<file path="src/rtl/key_debouncer_pkg.sv">
`default_nettype none
// +--------------------------------------------------------------------------+
// | key_debouncer_pkg                                                        |
// | Shared constants, per-channel event type and width helper for the keys.  |
// | Revision: 1.0                                                            |
// +--------------------------------------------------------------------------+
package key_debouncer_pkg;

    localparam int DEBOUNCE_CYCLES_20MS_100MHZ = 2000000;
    localparam int DEBOUNCE_CYCLES_SIM         = 4;

    // Consumed by the downstream short/long-press detector (1 s at 100 MHz).
    localparam int LONG_PRESS_CYCLES_1S_100MHZ = 100000000;

    typedef struct packed {
        logic level;
        logic rise;
        logic fall;
    } key_event_t;

    // Ceiling log2; returns 0 for value <= 1.
    function automatic int clog2(input int value);
        int width;
        width = 0;
        while ((longint'(1) << width) < longint'(value)) begin
            width = width + 1;
        end
        return width;
    endfunction

endpackage : key_debouncer_pkg
`default_nettype wire

</file>
<file path="src/rtl/key_debounce_channel.sv">
`default_nettype none
// +--------------------------------------------------------------------------+
// | key_debounce_channel                                                     |
// | One key: 2-flop synchroniser, stability counter, level and edge pulses.  |
// | Revision: 1.0                                                            |
// +--------------------------------------------------------------------------+
module key_debounce_channel
    import key_debouncer_pkg::*;
#(
    parameter int DEBOUNCE_CYCLES = DEBOUNCE_CYCLES_20MS_100MHZ
) (
    input  logic       clk,
    input  logic       reset,
    input  logic       i_key_n,
    output key_event_t o_event
);

    localparam int                CNT_W    = clog2(DEBOUNCE_CYCLES + 1);
    localparam logic [CNT_W-1:0]  CNT_LAST = CNT_W'(DEBOUNCE_CYCLES - 1);
    localparam logic [CNT_W-1:0]  CNT_ONE  = CNT_W'(1);

    logic             sync1_q, sync1_d;
    logic             sync2_q, sync2_d;
    logic             level_q, level_d;
    logic [CNT_W-1:0] cnt_q,   cnt_d;
    logic             rise_q,  rise_d;
    logic             fall_q,  fall_d;

    always_comb begin
        sync1_d = i_key_n;
        sync2_d = sync1_q;
        level_d = level_q;
        cnt_d   = cnt_q;
        rise_d  = 1'b0;
        fall_d  = 1'b0;

        // Any cycle that agrees with the stable level restarts the count.
        if (sync2_q == level_q) begin
            cnt_d = '0;
        end else if (cnt_q == CNT_LAST) begin
            level_d = sync2_q;
            cnt_d   = '0;
            rise_d  = sync2_q;
            fall_d  = ~sync2_q;
        end else begin
            cnt_d = cnt_q + CNT_ONE;
        end
    end

    always_ff @(posedge clk or posedge reset) begin
        if (reset) begin
            sync1_q <= 1'b0;
            sync2_q <= 1'b0;
            level_q <= 1'b0;
            cnt_q   <= '0;
            rise_q  <= 1'b0;
            fall_q  <= 1'b0;
        end else begin
            sync1_q <= sync1_d;
            sync2_q <= sync2_d;
            level_q <= level_d;
            cnt_q   <= cnt_d;
            rise_q  <= rise_d;
            fall_q  <= fall_d;
        end
    end

    assign o_event = '{level: level_q, rise: rise_q, fall: fall_q};

endmodule : key_debounce_channel
`default_nettype wire

</file>
<file path="src/rtl/key_debouncer.sv">
`default_nettype none
// +--------------------------------------------------------------------------+
// | key_debouncer                                                            |
// | Multi-key push-button front end: polarity fix-up plus per-key debounce.  |
// | Revision: 1.0                                                            |
// +--------------------------------------------------------------------------+
module key_debouncer
    import key_debouncer_pkg::*;
#(
    parameter int NUM_KEYS        = 5,
    parameter int DEBOUNCE_CYCLES = DEBOUNCE_CYCLES_20MS_100MHZ,
    parameter bit ACTIVE_LOW      = 1'b0
) (
    input  logic                clk,
    input  logic                reset,
    input  logic [NUM_KEYS-1:0] key_raw,
    output logic [NUM_KEYS-1:0] key_level,
    output logic [NUM_KEYS-1:0] key_rise,
    output logic [NUM_KEYS-1:0] key_fall
);

    // Normalise to active-high before synchronisation.
    logic [NUM_KEYS-1:0] key_n;
    assign key_n = key_raw ^ {NUM_KEYS{ACTIVE_LOW}};

    generate
        for (genvar i = 0; i < NUM_KEYS; i++) begin : g_chan
            key_event_t chan_event;

            key_debounce_channel #(
                .DEBOUNCE_CYCLES (DEBOUNCE_CYCLES)
            ) u_chan (
                .clk     (clk),
                .reset   (reset),
                .i_key_n (key_n[i]),
                .o_event (chan_event)
            );

            assign key_level[i] = chan_event.level;
            assign key_rise[i]  = chan_event.rise;
            assign key_fall[i]  = chan_event.fall;
        end
    endgenerate

endmodule : key_debouncer
`default_nettype wire

</file>
<file path="config.mk">
export PLATFORM = sky130hd
export DESIGN_NAME = key_debouncer
export DESIGN_NICKNAME = d
export VERILOG_FILES = /design/src/rtl/key_debouncer_pkg.sv /design/src/rtl/key_debounce_channel.sv /design/src/rtl/key_debouncer.sv
export SDC_FILE = /design/constraint.sdc
export NUM_CORES = 1
export LEC_CHECK = 0
export ABC_AREA = 1
export CAP_MARGIN = 30
export CORE_ASPECT_RATIO = 1.1
export CORE_MARGIN = 4
export CORE_UTILIZATION = 45
export DETAILED_ROUTE_END_ITERATION = 8
export PLACE_DENSITY = 0.58
export SYNTH_ARGS = -nofsm -noshare
export SYNTH_HDL_FRONTEND = slang
export SYNTH_SLANG_ARGS = --single-unit
</file>
<file path="constraint.sdc">
create_clock -name clk -period 7.8 [get_ports clk]
set_clock_uncertainty 0.2 [all_clocks]
set_input_delay 1.17 -clock clk [delete_from_list [all_inputs] [get_ports clk]]
set_output_delay 1.17 -clock clk [all_outputs]
set_load 0.05 [all_outputs]
</file>
==> summary by stage, run 1 <==
Cells and area
For this run, the post-layout net count is 872. The finished cells cover 0.00783 mm2. The number of non-filler instances in the completed layout is 1065. Across the whole layout, storage elements account for 0.00325 mm2. In the final layout, the multi-input gates occupy 0.00315 mm2. The filler cells instantiated in the layout total 1401. The number of antenna repair diodes is 0.

The area growth from synthesis to layout is 14.7%. The layout cell share with drive strength beyond 1 is 11.3%.

Drt
The count of antenna-violating nets left after detailed routing is 0. Signal routing reaches up to met4. The wire length on met1 is between 6 and 7 mm. The met3 layer wire length in the routed design is 466 um. The starting DRC count in detailed routing is roughly 260.

Wires add up to ~13 mm. The via density per instance is 4.93. The met2 wire length is ~6.5 mm. The detailed-routing iteration count for the pre-antenna-repair pass is 6.

The routed wire length per instance is 12.5 um. In the routed design, unresolved DRC markers number 0. The total vias in the final route is ~5.3k.

Floorplanning
The cell row count is 46. The standard cell core area is roughly 0.015 mm2. The initial standard-cell utilization of the core is 46.5%. The number of top-level pins is 22. Measured along the x axis, the die boundary spans 125 um. The die footprint is 0.0172 mm2. The chip height is between 100 and 150 um.

Power and ir drop
For this design the static power due to leakage is between 0.003 and 0.004 uW. The power per cell area is 201 mW/mm2. IR analysis of the VDD net gives a maximum drop of 150 uV.

Hold path
The worst hold-check path type is flip-flop to flip-flop.

Logic synthesis
By count the netlist is led by nor2_1, dfrtp_1, nand2_1. The share of Yosys cell area claimed by the top area cell type is a little under half. Among all flip-flop cells after synthesis, the most frequent one is dfrtp_1.

The synthesized area per cell is 8.20 um2. The number of flip-flops and latches in the synthesized netlist is 130. The number of flops mapped to enable cells by yosys is 0. Synthesis instantiated 31 different standard cells from the library. dfrtp_1 takes more of the synthesized area than any other cell. Yosys attributes the largest share of cell area to dfrtp_1, nor2_1, nand2_1, nand3_1, inv_1. The total of warnings raised by yosys is 0.

In the post-synthesis netlist, the cell with the most instances is nor2_1. The part of the Yosys area used for sequential elements is between 40% and 50%. The cell count after synthesis came out at 833. The share of flip-flops with an asynchronous set or reset after synthesis is 100%. In this run the cell area of the synthesized design comes to 0.00683 mm2. The post-synth net total is ~850.

Clock tree
The clock passes through at most 2 buffers. The clock net in this run drives a total of 130 sinks. TritonCTS built the clock tree. Buffers inserted to repair hold after CTS numbered 0.

Post-CTS timing repair inserted 0 buffers for setup. The cell sitting at the root of the clock tree is a clkbuf_16. The number of levels the H-tree was split into is 4.

The number of resized instances in the post-cts repair step is 0. The number of buffers inserted during clock tree synthesis is 17. The clock input transition at the sequential cells of the worst setup and hold paths is 60 ps. At the later pin of the worst-skew pair, clock insertion delay measures about 420 ps.

Global routing
The total routing usage reported by global routing is 17.1%. Entering global routing, the biggest net connects 76 pins. The via count of the first global-routing pass came to 5213. The initial antenna violation count is 0.

The wire length of the first global-routing pass is 24.0 mm. For this run the aggregate overflow at the end of global routing stands at 0.

Critical path
In this run the worst path has a maximum fanout of 4. The kind of end point of the critical path is a primary output. The critical path start-end classification is flip-flop to primary output. The delay of the slowest cell on the worst path is 830 ps.

The worst path arrival time is 1650 ps. On the critical path, the stage with the largest delay is an instance of clkdlybuf4s50_1. The total buffers and inverters traversed by the critical path is 1.

For the worst setup path, the data required time is around 6400 ps. The startpoint kind of the worst setup timing path is a flip-flop. Traced cell by cell, the critical path runs through clkdlybuf4s50_1. The cell family contributing the most delay on the critical path is buffers and inverters.

Placement
After detailed placement, the design holds a cell count of just over 1k. Detailed placement finished with a half-perimeter wire length of 9.58 mm. The number of input and output port buffers inserted is 21.

After detailed placement, the total cell area comes to 0.00718 mm2. The congestion estimate from routability-driven global placement came to 0.875.

STA
After layout, the minimum clock period comes to 3020 ps. The worst path uses 38.7% of the clock period. The maximum operating frequency is 0.332 GHz. The final max-slew violation count came to 0. The number of hold violations in the final report is 0.

Setup repair after global routing left no endpoint under its margin. At the pin with the least slew margin, the transition time is between 600 and 700 ps. The final sum of negative setup slack is 0 ps. Setup violations remaining at the end of the flow were counted as 0. In this run the tightest slew margin relative to its limit is 55.7%.

Flow run
The tool flagged a number of max-cap violations equal to 0.

Outcome
The flow ran to the end, and the final reports show no timing, DRC or antenna violations.
[power breakdown]
group | total (uW) | internal [uW] | switching (uW) | leakage, uW
combinational | 44.2 | 12.9 | 31.3 | 0.00124
sequential | 690 | 684 | 6.29 | 0.00178
clock | 843 | 556 | 287 | 0.000312
total | 1580 | 1250 | 324 | 0.00333
[kinds of logic (layout without fill, tap and decap cells)]
logic type	Yosys count	after routing	synth area share [%]
AND/OR/NAND/NOR	512	512	35.8
flip-flops	130	130	47.6
XOR/XNOR	50	50	6.41
buffers and inverters	98	138	6.21
adder cells (fa/ha/maj)	5	5	0.916
AO/OA/AOI/OAI	38	38	3.02
[layout by cell type (no fill, tap or decap), types with 2 or more instances in the layout]
cell             instances
nor2_2                   9
dfrtp_1                130
nor2_1                 219
nor3_2                   3
nand4_1                  9
clkbuf_16               17
nor2_4                  19
xor2_1                  31
clkbuf_8                 3
xnor2_1                 19
nor3_1                  15
o21ai_0                  9
nor3b_2                  3
clkdlybuf4s50_1         21
o21bai_1                 2
nand3b_1                 5
nand2_4                  2
bufinv_16                4
nor3b_1                  6
and2_1                   2
nand2_2                 21
ha_1                     5
nand3_1                 74
a21oi_1                 22
clkinv_2                 6
nand2_1                119
o21a_1                   2
nand3_4                  4
inv_1                   80
inv_2                    2
[stage by stage]
stage               power, uW  setup slack (ps)  utilization [%]  hold slack (ps)
floorplan                 731              2960                -              131
global placement          745              4580             48.9              134
detailed placement        746              4550             48.9              138
CTS                      1600              4760             53.2              148
global route             1640              4720             53.4              162
finish                   1580              4780             53.4              146
[worst paths after layout]
check	from	to	slack, ps	depth (start not counted)
min reg2reg	g_chan[0].u_chan.sync1_q	g_chan[0].u_chan.sync2_q	150	0
min in group asynchronous	reset	g_chan[3].u_chan.cnt_q[16]	960	2
min	g_chan[0].u_chan.sync1_q	g_chan[0].u_chan.sync2_q	150	0
max	g_chan[0].u_chan.level_q	key_level[0]	4780	1
max in group asynchronous	reset	g_chan[1].u_chan.cnt_q[17]	5530	4
max reg2reg	g_chan[2].u_chan.level_q	g_chan[2].u_chan.cnt_q[11]	5960	6
[per-layer routing]
| layer | vias to the layer above | GRT usage (%) |
|---|---|---|
| met5 | - | 0 |
| met4 | 0 | 6.57 |
| met3 | 18 | 4.58 |
| met2 | 77 | 28.9 |
| met1 | 2479 | 21.1 |
| li1 | 2676 | - |
[cell type report]
| cell class | instances | area share (%) |
|---|---|---|
| multi-input combinational | 605 | 40.2 |
| sequential | 130 | 41.5 |
| timing repair buffer | 23 | 3.13 |
| clock buffer | 21 | 6.01 |
| clock inverter | 11 | 2.01 |
| inverter | 83 | 4.04 |
| tap | 192 | 3.07 |
[registers in the layout (all words and copies together), names as in the netlist]
signal / count
g_chan.u_chan.sync1_q: 5
g_chan.u_chan.fall_q: 5
g_chan.u_chan.level_q: 5
g_chan.u_chan.sync2_q: 5
g_chan.u_chan.rise_q: 5
g_chan.u_chan.cnt_q: 105
(Power assumes the default switching activity.)
==> run 2: changes to the inputs <==
- clock period: 7.8 -> 2.8 ns (I/O delays scaled with it)
==> run 2 against run 1 <==
Against the previous run: power rose to 2.9 times the previous value; combinational power rose to 2.9 times the previous value; global-route usage rose by 0.24 points; flip-flop and latch count did not move; count of clock-buffer cells in the layout fell by 1; non-clock buffer count rose by 3; clock power rose to 3.0 times the previous value; utilization rose by 0.55 points; critical path depth did not move; first-iteration DRC count rose by 13%; cell area rose by 1.0%; worst hold slack improved by 10 ps; largest cell class unchanged.
==> summary by stage, run 2 (synthesis results as in run 1) <==
STA
The number of hold violations in the final report is 0 (unchanged). The final max-slew violation count came to 0 (unchanged). The worst slew slack as a fraction of its limit was 60.3% (+4.6 points). The fraction of the cycle the final worst path needs is 81.0%. Setup repair after global routing left no endpoint under its margin. The final sum of negative setup slack is 0 ps (unchanged). For the finished layout, the period the worst path requires is 2270 ps. The number of failing setup endpoints in the final timing report came to 0 (unchanged).

The transition at the pin with the smallest max-transition slack is 593 ps (-69.3 ps). The maximum operating frequency is ~0.44 GHz.

Critical path
The worst setup path is launched from a flip-flop. The startpoint of the most critical register-to-register path is g_chan[4].u_chan.cnt_q[0]. The worst path arrival time is 1650 ps (about the same). The total buffers and inverters traversed by the critical path was 1 (unchanged).

The data required time of the critical path is 2180 ps (-4250 ps). On the critical path the largest part of the delay comes from buffers and inverters. For this design, the slowest cell found on the critical path is clkdlybuf4s50_1.

The largest driver fanout on the critical path is 4 (unchanged). The worst setup path startpoint is g_chan[0].u_chan.level_q. The signal on the critical path passes through clkdlybuf4s50_1.

The kind of end point of the critical path is a primary output. The worst setup path is of the flip-flop to primary output kind. The delay of the slowest cell on the worst path is 830 ps (about the same).

Hold path
The worst hold path belongs to the class flip-flop to flip-flop. In this run the most critical hold path is launched from g_chan[2].u_chan.sync1_q.

Clock tree
The clock input transition at the sequential cells of the worst setup and hold paths is 60 ps (about the same). The number of resized instances in the post-cts repair step is 0 (unchanged). The number of buffers inserted during clock tree synthesis is 17 (unchanged). The tree is rooted in a clkbuf_16. The maximum buffer depth of the clock tree is 2 (unchanged). The number of sinks handled by clock tree synthesis is 130 (unchanged). The post-CTS setup-driven buffer insertion count is 0 (unchanged). The number of levels the H-tree was split into was 4 (unchanged). The clock insertion delay at the later pin of the skew report is 420 ps (about the same).

The clock tree from TritonCTS is yes. The number of buffers inserted for hold repair after clock tree synthesis was 0 (unchanged).

Cells and area
The number of antenna repair diodes is 0 (unchanged). The top register by number of flip-flops is g_chan.u_chan.cnt_q. The area growth from synthesis to layout is 15.9%.

The fraction of the core area covered by cells at the end of the flow is 53.9% (+0.55 points). Leaving out fill and tap cells, the most frequent cell in the layout is nor2_1. The layout cell share with drive strength beyond 1 came to 11.6% (+0.30 points). The flip-flop count of the largest register after layout is 105 (unchanged). The total number of nets in the final design is 875 (+0.34%).

The top cell types in the final layout, fill and taps aside, are nor2_1, dfrtp_1, nand2_1.

Floorplanning
The initial standard-cell utilization of the core is 46.5% (unchanged). The number of top-level pins is 22 (unchanged). The chip height came to 137 um (unchanged). The die footprint is 0.0172 mm2 (unchanged). The standard cell core area is 0.0147 mm2 (unchanged). The cell row count came to 46 (unchanged). The width of the die is 125 um (unchanged).

Power and ir drop
The total power of the final layout is 4610 uW (+190%). The worst IR drop on VDD came to 426 uV (+180%). The total leakage power is 0.00336 uW (+0.79%).

The power per cell area is 582 mW/mm2 (+190%).

Drt
The total vias in the final route is 5370 (+2.3%). The count of antenna-violating nets left after detailed routing came to 0 (unchanged). The starting DRC count in detailed routing is 288 (+13%).

The DRC violation count after routing is 0 (unchanged). The via density per instance is 5.03 (+2.0%). The detailed-routing iteration count for the pre-antenna-repair pass is 5 (-1).

The routed wire length per instance came to 12.8 um (+2.2%). The total detailed-routing wirelength is 13.7 mm (+2.5%).

Placement
The final RePlAce weighted congestion came to 0.919 (+5.0%). The sum of net half-perimeters after detailed placement came to 9.89 mm (+3.2%). The number of input and output port buffers inserted is 21 (unchanged).

Global routing
The wire length of the first global-routing pass is 24.4 mm (+1.7%). The initial antenna violation count was 0 (unchanged). The leftover overflow at the end of global routing is 0 (unchanged). The via count of the first global-routing pass came to 5273 (+1.2%). The total routing usage reported by global routing is 17.3% (+0.24 points). The maximum number of pins on one net before global-route repair came to 51 (-33%).

Flow run
The max-capacitance violation count is 0 (unchanged).

Outcome
The flow ran to the end, and the final reports show no timing, DRC or antenna violations.
## run 2: worst paths after layout
kind                                                    to  slack [ps]  cells past startpoint
worst max-delay path                          key_level[0]         530                      1
min in group asynchronous          g_chan[4].u_chan.rise_q         190                      2
worst min-delay path              g_chan[2].u_chan.sync2_q         160                      0
worst min register to register    g_chan[2].u_chan.sync2_q         160                      0
worst max register to register  g_chan[4].u_chan.cnt_q[10]        1040                      8
max in group asynchronous        g_chan[1].u_chan.cnt_q[3]        1580                      3
## run 2: through the flow
step           cell area (um2)  cells  hold slack [ps]  setup WS [ps]
2_1_floorplan             6830    833              131            571
3_3_place_gp              7230   1036              141            970
3_5_place_dp              7230   1036              136            975
4_1_cts                   7920   1068              163            510
5_1_grt                   7920   1068              169            479
6_report                  7920   1068              156            532
## run 2: power breakdown
part / internal [uW] / switching, uW
Sequential: 1900 / 17.4
Clock: 1720 / 834
Combinational: 39.7 / 88.2
## run 2: layer usage
layer | GRT usage (%) | share of wire [%] | vias up
li1 | - | - | 2697
met1 | 22.7 | 47 | 2556
met2 | 28.2 | 48 | 94
met3 | 3.49 | 3.3 | 23
met4 | 7.41 | 1.9 | 0
met5 | 0 | 0 | -
## run 2: cell type report
| class | count | area, um2 |
|---|---|---|
| clock buffer | 20 | 457 |
| timing repair buffer | 26 | 273 |
| tap | 192 | 240 |
| fill | 1395 | 6760 |
| sequential | 130 | 3250 |
| multi-input combinational | 605 | 3150 |
| clock inverter | 12 | 226 |
| inverter | 83 | 315 |
